==> config.mk <==
export PLATFORM = sky130hd
export DESIGN_NAME = alu_instr_builder
export DESIGN_NICKNAME = d
export VERILOG_FILES = /design/src/rtl/alu_instr_builder.sv
export SDC_FILE = /design/constraint.sdc
export NUM_CORES = 1
export LEC_CHECK = 0
export BUFFER_PORTS_ARGS = -buffer_cell sky130_fd_sc_hd__buf_4
export CAP_MARGIN = 0
export CORE_MARGIN = 5
export CORE_UTILIZATION = 46
export DETAILED_ROUTE_END_ITERATION = 7
export PLACE_DENSITY_LB_ADDON = 0.15
export SLEW_MARGIN = 10
export SYNTH_ARGS = -nofsm -noshare
export SYNTH_HDL_FRONTEND = slang
export SYNTH_SLANG_ARGS = --single-unit
export TNS_END_PERCENT = 20
==> constraint.sdc <==
create_clock -name clk -period 1.55 [get_ports clk]
set_input_delay 0 -clock clk [delete_from_list [all_inputs] [get_ports clk]]
set_output_delay 0 -clock clk [all_outputs]
set_load 0.02 [all_outputs]
==> src/rtl/alu_instr_builder.sv <==
// -----------------------------------------------------------------------------
// alu_instr_builder
//
// Producer end of the ALU instruction interface. Collects a header word and
// four 32-bit operand words from a command bus, assembles them into one
// instr_t {a, b, opcode}, and issues it to the alu block over valid/ready.
//
// Ports:
//   clk          rising-edge clock
//   rstN         asynchronous active-low reset
//   word_in      command word (word32_t)
//   word_valid   word_in is valid this cycle
//   word_ready   builder accepts a word this cycle (state decode only)
//   instruction  assembled {a, b, opcode}, held stable while instr_valid
//   instr_valid  instruction is valid
//   instr_ready  alu accepts the instruction
//   div_zero     opcode==DIV and b==0, meaningful while instr_valid
//   hdr_err      one-cycle pulse when a header without SYNC_BYTE is dropped
//   instr_count  instructions issued (wraps)
//   err_count    bad headers dropped (wraps)
//
// Word order after the header: a[31:0], a[63:32], b[31:0], b[63:32].
// Header: [31:24] must equal SYNC_BYTE, [1:0] is the opcode, [23:2] ignored.
// -----------------------------------------------------------------------------

package base_types;
  typedef logic [31:0] word32_t;
  typedef logic [63:0] word64_t;
endpackage

package alu_types;
  import base_types::word32_t;
  import base_types::word64_t;
  // Users of alu_types see the base word types without importing base_types.
  export base_types::word32_t;
  export base_types::word64_t;

  typedef enum logic [1:0] {
    ADD  = 2'b00,
    SUB  = 2'b01,
    MULT = 2'b10,
    DIV  = 2'b11
  } opcodes_t;

  typedef struct packed {
    word64_t  a;
    word64_t  b;
    opcodes_t opcode;
  } instr_t;
endpackage

module alu_instr_builder
  import alu_types::*;
#(
  parameter logic [7:0] SYNC_BYTE = 8'hA5,
  parameter int         CNT_W     = 16
) (
  input  logic             clk,
  input  logic             rstN,
  input  word32_t          word_in,
  input  logic             word_valid,
  output logic             word_ready,
  output instr_t           instruction,
  output logic             instr_valid,
  input  logic             instr_ready,
  output logic             div_zero,
  output logic             hdr_err,
  output logic [CNT_W-1:0] instr_count,
  output logic [CNT_W-1:0] err_count
);

  typedef enum logic [2:0] {
    HDR,
    A_LO,
    A_HI,
    B_LO,
    B_HI,
    ISSUE
  } state_t;

  state_t state_q, state_d;

  // Held low through reset and for the first cycle after release, so the
  // builder never advertises readiness while reset is asserted.
  logic   ready_en_q;

  instr_t instr_q;
  logic   div_zero_q;
  logic   hdr_err_q;

  logic   word_take;
  logic   instr_take;
  logic   hdr_ok;

  assign word_take  = word_valid && word_ready;
  assign instr_take = instr_valid && instr_ready;
  assign hdr_ok     = (word_in[31:24] == SYNC_BYTE);

  // State register.
  // NOTE: sequential state uses non-blocking (<=) so every flop samples the
  // pre-edge values regardless of process ordering.
  always_ff @(posedge clk or negedge rstN) begin
    if (!rstN) begin
      state_q <= HDR;
    end else begin
      state_q <= state_d;
    end
  end

  // Next-state logic.
  // NOTE: every combinational output gets a default first so no path leaves
  // it unassigned, which would infer a latch.
  always_comb begin
    state_d = state_q;
    unique case (state_q)
      HDR:     if (word_take && hdr_ok) state_d = A_LO;
      A_LO:    if (word_take)           state_d = A_HI;
      A_HI:    if (word_take)           state_d = B_LO;
      B_LO:    if (word_take)           state_d = B_HI;
      B_HI:    if (word_take)           state_d = ISSUE;
      ISSUE:   if (instr_take)          state_d = HDR;
      default:                          state_d = HDR;
    endcase
  end

  // Output decode: purely from registered state, no path from word_valid or
  // instr_ready into word_ready.
  always_comb begin
    word_ready  = 1'b0;
    instr_valid = 1'b0;
    if (state_q == ISSUE) begin
      instr_valid = 1'b1;
    end else begin
      word_ready  = ready_en_q;
    end
  end

  // Datapath: operand capture, flags and counters.
  always_ff @(posedge clk or negedge rstN) begin
    if (!rstN) begin
      ready_en_q     <= 1'b0;
      instr_q.a      <= '0;
      instr_q.b      <= '0;
      instr_q.opcode <= ADD;
      div_zero_q     <= 1'b0;
      hdr_err_q      <= 1'b0;
      instr_count    <= '0;
      err_count      <= '0;
    end else begin
      ready_en_q <= 1'b1;
      // Assigned every cycle, so a dropped header yields exactly one pulse.
      hdr_err_q  <= word_take && (state_q == HDR) && !hdr_ok;

      if (word_take) begin
        unique case (state_q)
          HDR: begin
            if (hdr_ok) instr_q.opcode <= opcodes_t'(word_in[1:0]);
            else        err_count      <= err_count + CNT_W'(1);
          end
          A_LO: instr_q.a[31:0]  <= word_in;
          A_HI: instr_q.a[63:32] <= word_in;
          B_LO: instr_q.b[31:0]  <= word_in;
          B_HI: begin
            instr_q.b[63:32] <= word_in;
            // Evaluated on the full 64-bit b: the low half is already held.
            div_zero_q <= (instr_q.opcode == DIV) && (word_in == '0) &&
                          (instr_q.b[31:0] == '0);
          end
          default: ;
        endcase
      end

      if (instr_take) begin
        div_zero_q  <= 1'b0;
        instr_count <= instr_count + CNT_W'(1);
      end
    end
  end

  assign instruction = instr_q;
  assign div_zero    = div_zero_q;
  assign hdr_err     = hdr_err_q;

endmodule

# ---- After elaboration in Yosys (flattened, before gate mapping)
# Cells that the tools add are included.
dict set report word_totals {
  ff_bits 168
  in_bits 36
  out_inout_bits 166
}
dict set report op_classes {
  addsub 2
  eq_ne 13
  n_mux 12
  bitwise_logic 1
  n_reduce_logical 21
}
# op n
set op_table {}
lappend op_table {{$logic_not A32 Y1} 2}
lappend op_table {{$add A16 B1 Y16 const B} 2}
lappend op_table {{$mux W3} 6}
lappend op_table {{$pmux W3 S6} 1}
lappend op_table {{$ne A2 B2 Y1 const B} 6}
lappend op_table {{$reduce_and A2 Y1} 5}
lappend op_table {{$eq A8 B8 Y1 const B} 1}
lappend op_table {{$logic_and A1 B1 Y1} 7}
lappend op_table {{$eq A3 B2 Y1 const B} 2}
lappend op_table {{$eq A3 B3 Y1 const B} 2}
lappend op_table {{$reduce_and A3 Y1} 2}
lappend op_table {{$reduce_and A6 Y1} 1}
lappend op_table {{$mux W1} 5}
lappend op_table {{$reduce_bool A2 Y1} 2}
lappend op_table {{$eq A3 B1 Y1 const B} 1}
lappend op_table {{$logic_not A3 Y1} 1}
lappend op_table {{$eq A2 B2 Y1 const B} 1}
lappend op_table {{$logic_not A1 Y1} 1}
lappend op_table {{$not A1 Y1} 1}

# ---- Longest topological paths before layout
# Gate-level depths: netlist (run 1).
dict set report logic_depth {
  depth_word 6
  mapped_depth 6
  mapped_depth_nobuf 4
}

# ---- Worst setup path after synthesis (run 1)
# Ideal clock, no wire load.
dict set report synth_path {
  path_type {register -> register}
  startpoint {register state_q[1]}
  endpoint {register instr_q, in the netlist instruction[37]}
  setup_ns 0.125
  arrival_ns 1.574
  required_ns 1.425
  setup_slack_ns -0.149
  stages_incl_launch_ff 6
  n_path_buf 2
  path_cell_list {dfrtp_1 -> buf_2 -> nand2b_1 -> nor3_2 -> buf_4 -> mux2_2}
}
dict set report synth_between {
  elab_chain_len 4
}
# element line
set synth_rtl {}
lappend synth_rtl {{from (decl)} 81} ;# state_t state_q, state_d;
lappend synth_rtl {{from (signal assigned)} 106} ;# state_q <= state_d;
lappend synth_rtl {{$eq A3 B3 Y1} 131} ;# if (state_q == ISSUE) begin
lappend synth_rtl {{$mux W1} 131}
lappend synth_rtl {{$logic_and A1 B1 Y1} 95} ;# assign word_take = word_valid && word_ready;
lappend synth_rtl {{$reduce_and A2 Y1 (no line) (*)} n/a}
lappend synth_rtl {{to (decl)} 87} ;# instr_t instr_q;
# Mark *: on every way between the ends. The rest lies on a longest branch, timed or not.
# A chain may end at the register's enable or synchronous reset.

# ---- Final worst setup path (run 1)
dict set report layout_path {
  startpoint {register state_q[1]}
  endpoint {register instr_q, in the netlist instruction[35]}
}
# Same word-level chain as after synthesis.

==> run metrics, run 1 <==
Worst setup EP type=flip-flop; clk sink count=approximately 170; maxcap violations=0; Starting Density=a little under half; final wirelength=between 15000 and 20000 um; gr ovfl total=0; first-pass GRT wire length=roughly 31000 um; Layout Cells excl Fill=about 950; CP Launch Point=state_q[1]; crit-path cells=nand2b_4 -> nor3_4 -> buf_6 -> buf_12 -> mux2_4; syn avg cell area=14.8 sq um; ANT nets after route=0; synthesized area=6770 sq um; Crit path required time=approximately 1.9 ns; Rows=44; Core Area=14500 sq um; Max-slew headroom=66.2%; leakage power=between 5 and 6 nW; share of layout cells above drive strength 1=between 50 and 60%; die area=approximately 17000 sq um; FF-to-FF Start=state_q[1]; Via density=about 5.2; crit-path max FO=7; failing checks=setup timing; RSZ-0062 raised after global routing=true; routed len/inst=20.5 um; sequential area share after synthesis=slightly above 60%; placed insts=868; Critical Path AT=approximately 2 ns; drt pass-1 iters=4; # diodes=0; startpoint types=flip-flop; Netlist cell types=40; Final nets=about 790; Clock Tree Buf Depth=2; total track usage=~22%; Synthesized Nets=495; Synth Instances=around 460; DR iter-0 viols=roughly 180; commonest cells in the netlist=dfrtp_1 (168), mux2_2 (129), xnor2_1 (27); Synth Warn #=0; clock slew at reported path FFs=0.06 ns; post-layout min period=roughly 1.7 ns; slowest stage cell, crit path=dfrtp_2; Yosys top cell by area=dfrtp_1; critical path's top delay family=simple AND/OR/NAND/NOR gates; quantity of I/O buffers inserted on ports=201; worst hold path type=in2reg; H-tree Lvls=4; # DRC=0; CP peak stage delay=0.44 ns; GP Congestion=between 0.8 and 0.9; CTS root buf=clkbuf_16; top-count cell post-synth=dfrtp_1; status=finished with violations; peak supply drop=0.00121 V; worst path bufs/invs=2; final hold violations=0; Slew Limit Fails=0; Synth top area share=slightly above 60%; vias in the first global route=about 5500; post-route clock period utilization=108%; CTS tree=yes; Power per Cell Area=roughly 1900 nW/um^2; chip height=around 130 um; fmax=600 MHz; Pwr Total=between 15 and 20 mW; critical path type=reg2reg; antenna violations before repair=0; worst slew pin tran=a little over 0.5 ns; Syn-to-layout area delta=53.7%; Async S/R FF share, synth=between 90% and 100%; Top Ports=roughly 200; fin util=a little under three quarters; EDFF count, synth=0; Num CTS Buffers=17; Most used DFF post-synth=dfrtp_1; clock skew=about 0.0076 ns; Synth area leaders=dfrtp_1 (62%), mux2_2 (21%), xnor2_1 (3.5%); largest net degree at the start of global routing=50; hpwl dp=between 10000 and 15000 um; Hold Startpoint=word_in[3]; Final setup violation count=between 70 and 80; hold_ws=roughly 0.013 ns; chip width=131 um; worst skew pair latency=0.42 ns; Yosys reg bits=roughly 170; vias=4945; PnR worst setup slack=-0.117 ns
per-stage QoR:
stage / worst slack (ns) / area [sq um] / setup TNS, ns
floorplan: -0.0661 / 6810 / -5.01
global placement: -0.207 / 8880 / -1.12
detailed placement: -0.147 / 8880 / -2.01
CTS: -0.0532 / 10000 / -0.550
global route: -0.163 / 10400 / -9.10
finish: -0.117 / 10400 / -4.04
routing by layer:
layer,global-route usage (%),routed length (um),vias to the layer above
met4,8.46,545,0
met5,0,0,-
met1,27.1,7950,2522
met3,6.92,1190,33
li1,-,-,2238
met2,37.1,9780,152
where the power goes:
group | switching [mW] | leakage [nW] | internal [mW] | total, mW
Clock | 1.60 | 0.281 | 2.48 | 4.08
Combinational | 4.07 | 2.71 | 4.46 | 8.53
Sequential | 1.13 | 2.23 | 5.95 | 7.08
Total | 6.80 | 5.23 | 12.9 | 19.7
flip-flops by register name, summed over array words and instances, names as in the netlist:
register / flops
div_zero: 1
ready_en_q: 1
err_count: 16
hdr_err: 1
instruction: 130
state_q: 3
instr_count: 16
worst reg2reg max path: stages (launching register included):
cell and delay (ns):
dfrtp_2 0.44, nand2b_4 0.17, nor3_4 0.29, buf_6 0.19
buf_12 0.15, mux2_4 0.31
worst paths after layout:
kind / slack (ns) / cells after the start / end
min in group asynchronous: 0.11 / 2 / err_count[6]
setup reg to reg: -0.12 / 5 / instruction[35]
hold reg to reg: 0.47 / 1 / instr_count[15]
hold / removal: 0.01 / 5 / div_zero
max in group asynchronous: 0.84 / 3 / instruction[78]
setup / recovery: -0.12 / 5 / instruction[35]
cell families (layout without fill, tap and decap cells):
group                      after synthesis  in the layout  synth area share [%]
AOI/OAI and AO/OA                        6              6                 0.832
xor gates and xnor gates                31             31                  4.01
adders and majority gates                2              2                 0.369
buffers and inverters                   20            328                  1.61
DFF                                    168            168                  62.1
muxes                                  131            131                  21.8
other                                    1              1                0.0554
and+or+nand+nor                         98             98                  9.26
cells in the final DEF (no fill, tap or decap), types with 2 or more instances in the layout:
master	n
and2_1	6
and2_4	2
and3_1	8
and4_1	3
buf_12	10
buf_4	240
buf_6	9
clkbuf_1	3
clkbuf_16	19
clkbuf_8	7
dfrtp_1	167
dlygate4sd3_1	35
ha_1	2
mux2_2	67
mux2_4	63
nand2_1	13
nand3_1	11
nand4_1	16
nand4b_1	2
nor2_1	4
nor2_4	2
nor4_1	7
nor4_2	5
nor4_4	4
xnor2_1	26
xor2_1	4
cell type report:
class | instances | area, sq um
clock buffer | 27 | 533
clock inverter | 2 | 35.0
fill | 1020 | 4070
inverter | 1 | 3.75
multi-input combinational | 269 | 2850
sequential | 168 | 4210
tap | 184 | 230
timing repair buffer | 298 | 2550
what timing repair did:
action | in CTS | in global routing
gates resized for setup | 28 | 75
setup buffers | 8 | 7
hold endpoints to repair | 302 | 0
pin swaps | 7 | 13
endpoints found under the setup margin | 91 | 142
gates cloned | 2 | 2
hold buffers | 35 | 0
Power figures use the tool's default switching activity.
==> run 2, diff against run 1 <==
--- a/config.mk
+++ b/config.mk
@@ -7,8 +7,10 @@
 export LEC_CHECK = 0
 export BUFFER_PORTS_ARGS = -buffer_cell sky130_fd_sc_hd__buf_4
 export CAP_MARGIN = 0
+export CELL_PAD_IN_SITES_DETAIL_PLACEMENT = 1
+export CELL_PAD_IN_SITES_GLOBAL_PLACEMENT = 2
 export CORE_MARGIN = 5
-export CORE_UTILIZATION = 46
+export CORE_UTILIZATION = 31
 export DETAILED_ROUTE_END_ITERATION = 7
 export PLACE_DENSITY_LB_ADDON = 0.15
 export SLEW_MARGIN = 10
==> run metrics, run 2 (same netlist as run 1, synthesis figures left out) <==
worst path bufs/invs=2 (unchanged); share of layout cells above drive strength 1=58.4% (about the same); FF-to-FF Start=state_q[1] (unchanged); CTS root buf=clkbuf_16 (unchanged); worst hold path type=in2reg (unchanged); vias in the first global route=5521 (was 5462); CTS tree=yes (unchanged); max reg flops=130 (unchanged); hold depth=4 (was 5); Syn-to-layout area delta=53.2% (was 53.7%); Worst setup EP type=flip-flop (unchanged); chip width=158 um (was 131 um); Layout Cells excl Fill=1042 (was 949); Final nets=787 (was 793); die area=24900 sq um (was 17200 sq um); antenna violations before repair=0 (unchanged); Via density=4.67 (was 5.21); largest net degree at the start of global routing=46 (was 50); Num CTS Buffers=17 (unchanged); startpoint types=flip-flop (unchanged); routed len/inst=20.2 um (was 20.5 um); fin util=47.8% (was 71.9%); Slew Limit Fails=0 (unchanged); crit-path cells=nand2b_4 -> nor3_4 -> buf_6 -> clkbuf_16 -> mux2_2 (was nand2b_4 -> nor3_4 -> buf_6 -> buf_12 -> mux2_4); Power per Cell Area=1890 nW/um^2 (about the same); critical path type=reg2reg (unchanged); most common cell after layout, fill and taps aside=buf_4 (unchanged); leakage power=5.10 nW (was 5.23 nW); failing checks=setup timing (unchanged); reg-to-reg endpoint=instruction[40] (was instruction[35]); Starting Density=31.2% (was 46.8%); maxcap violations=0 (unchanged); CP peak stage delay=0.45 ns (was 0.44 ns); post-placement cell area=9040 sq um (was 8880 sq um); PnR worst setup slack=-0.0394 ns (was -0.117 ns); hold path endpoint=state_q[1] (was div_zero); Clock Tree Buf Depth=2 (unchanged); Top Ports=202 (unchanged); H-tree Lvls=4 (unchanged); crit-path max FO=6 (was 7); chip height=158 um (was 131 um); Reg2Reg Setup Slack=-0.04 ns (was -0.12 ns); Rows=54 (was 44); vias=4870 (was 4945); RSZ-0062 raised after global routing=true (unchanged); Final setup violation count=42 (was 72); hpwl dp=15300 um (was 13300 um); Crit path required time=1.86 ns (was 1.85 ns); drt pass-1 iters=4 (unchanged); final hold violations=0 (unchanged); ANT nets after route=0 (unchanged); clock slew at reported path FFs=0.07 ns (was 0.06 ns); Core Area=21700 sq um (was 14500 sq um); slowest stage cell, crit path=dfrtp_2 (unchanged); post-route clock period utilization=103% (was 108%); Layout Cell Area excl Fill=10400 sq um (about the same); critical path's top delay family=flip-flops (was simple AND/OR/NAND/NOR gates); r2r worst-path depth=5 (unchanged); Critical Path AT=1.90 ns (was 1.97 ns); Hold Startpoint=word_valid (was word_in[3]); fmax=629 MHz (was 600 MHz); worst skew pair latency=0.42 ns (about the same); clock skew=0.0103 ns (was 0.00758 ns); placed insts=970 (was 868); quantity of I/O buffers inserted on ports=201 (unchanged); # diodes=0 (unchanged); total track usage=17.0% (was 22.2%); DR iter-0 viols=155 (was 176); post-layout min period=1.59 ns (was 1.67 ns); most frequent cells in the layout=buf_4 (238), dfrtp_1 (166), mux2_2 (91) (was buf_4 (240), dfrtp_1 (167), mux2_2 (67)); GP Congestion=0.753 (was 0.814); final wirelength=21100 um (was 19500 um); first-pass GRT wire length=32400 um (was 30500 um); # DRC=0 (unchanged); gr ovfl total=0 (unchanged); clk sink count=168 (unchanged); peak supply drop=0.000846 V (was 0.00121 V); status=finished with violations (unchanged)
-- run 2: worst max path at each step --
stage	slack, ns	to	start	cells past startpoint
finish	-0.04	instruction[40]	state_q[1]	5
global route	-0.13	div_zero	instruction[13]	4
CTS	-0.06	div_zero	instruction[9]	5
detailed placement	-0.25	div_zero	instruction[11]	4
global placement	-0.21	div_zero	instruction[11]	4
floorplan	-0.07	instruction[37]	state_q[1]	5
-- run 2: timing repair --
| item | 4_1_cts | 5_1_grt |
|---|---|---|
| setup endpoints to repair | 121 | 123 |
| pin swaps | 4 | 2 |
| setup buffers | 3 | 1 |
| hold buffers | 34 | 0 |
| cloned | 1 | 1 |
| gates resized for setup | 30 | 47 |
| endpoints found under the hold margin | 301 | 0 |
-- run 2: worst register-to-register path: cells and delay by family, from the launching register on --
| kind | cells | cell delay [ns] |
|---|---|---|
| AND/OR/NAND/NOR | 2 | 0.35 |
| multiplexers | 1 | 0.32 |
| flip-flops | 1 | 0.45 |
| buffers and inverters | 2 | 0.37 |
-- run 2: report_power, final --
group	switching (mW)	total [mW]	internal [mW]
sequential	1.10	7.04	5.94
clock	1.96	4.44	2.48
combinational	4.00	8.07	4.07
total	7.07	19.6	12.5
-- run 2: final cells by class --
type / instances / area (sq um)
tap: 280 / 350
fill: 2205 / 11300
inverter: 1 / 3.75
clock buffer: 17 / 425
multi-input combinational: 269 / 2720
sequential: 168 / 4210
clock inverter: 15 / 204
timing repair buffer: 292 / 2460
-- run 2: routing by layer --
metal,GRT usage [%],up-vias,part of all wire [%]
met3,4.95,21,6.2
li1,-,2227,-
met4,5.00,0,1.6
met2,28.8,119,51
met1,21.2,2503,42
met5,0,-,0
-- run 2: per-stage QoR --
step                      setup slack, ns  setup TNS [ns]  hold WS [ns]  power, mW
after floorplan                   -0.0661           -5.01        -0.296       10.7
after global placement             -0.206          -0.410       -0.0689       14.7
after detailed placement           -0.250           -2.74       -0.0633       14.9
after CTS                         -0.0564           -1.07       0.00802       19.6
after global routing               -0.130           -5.88        0.0474       20.6
final                             -0.0394          -0.648        0.0182       19.6
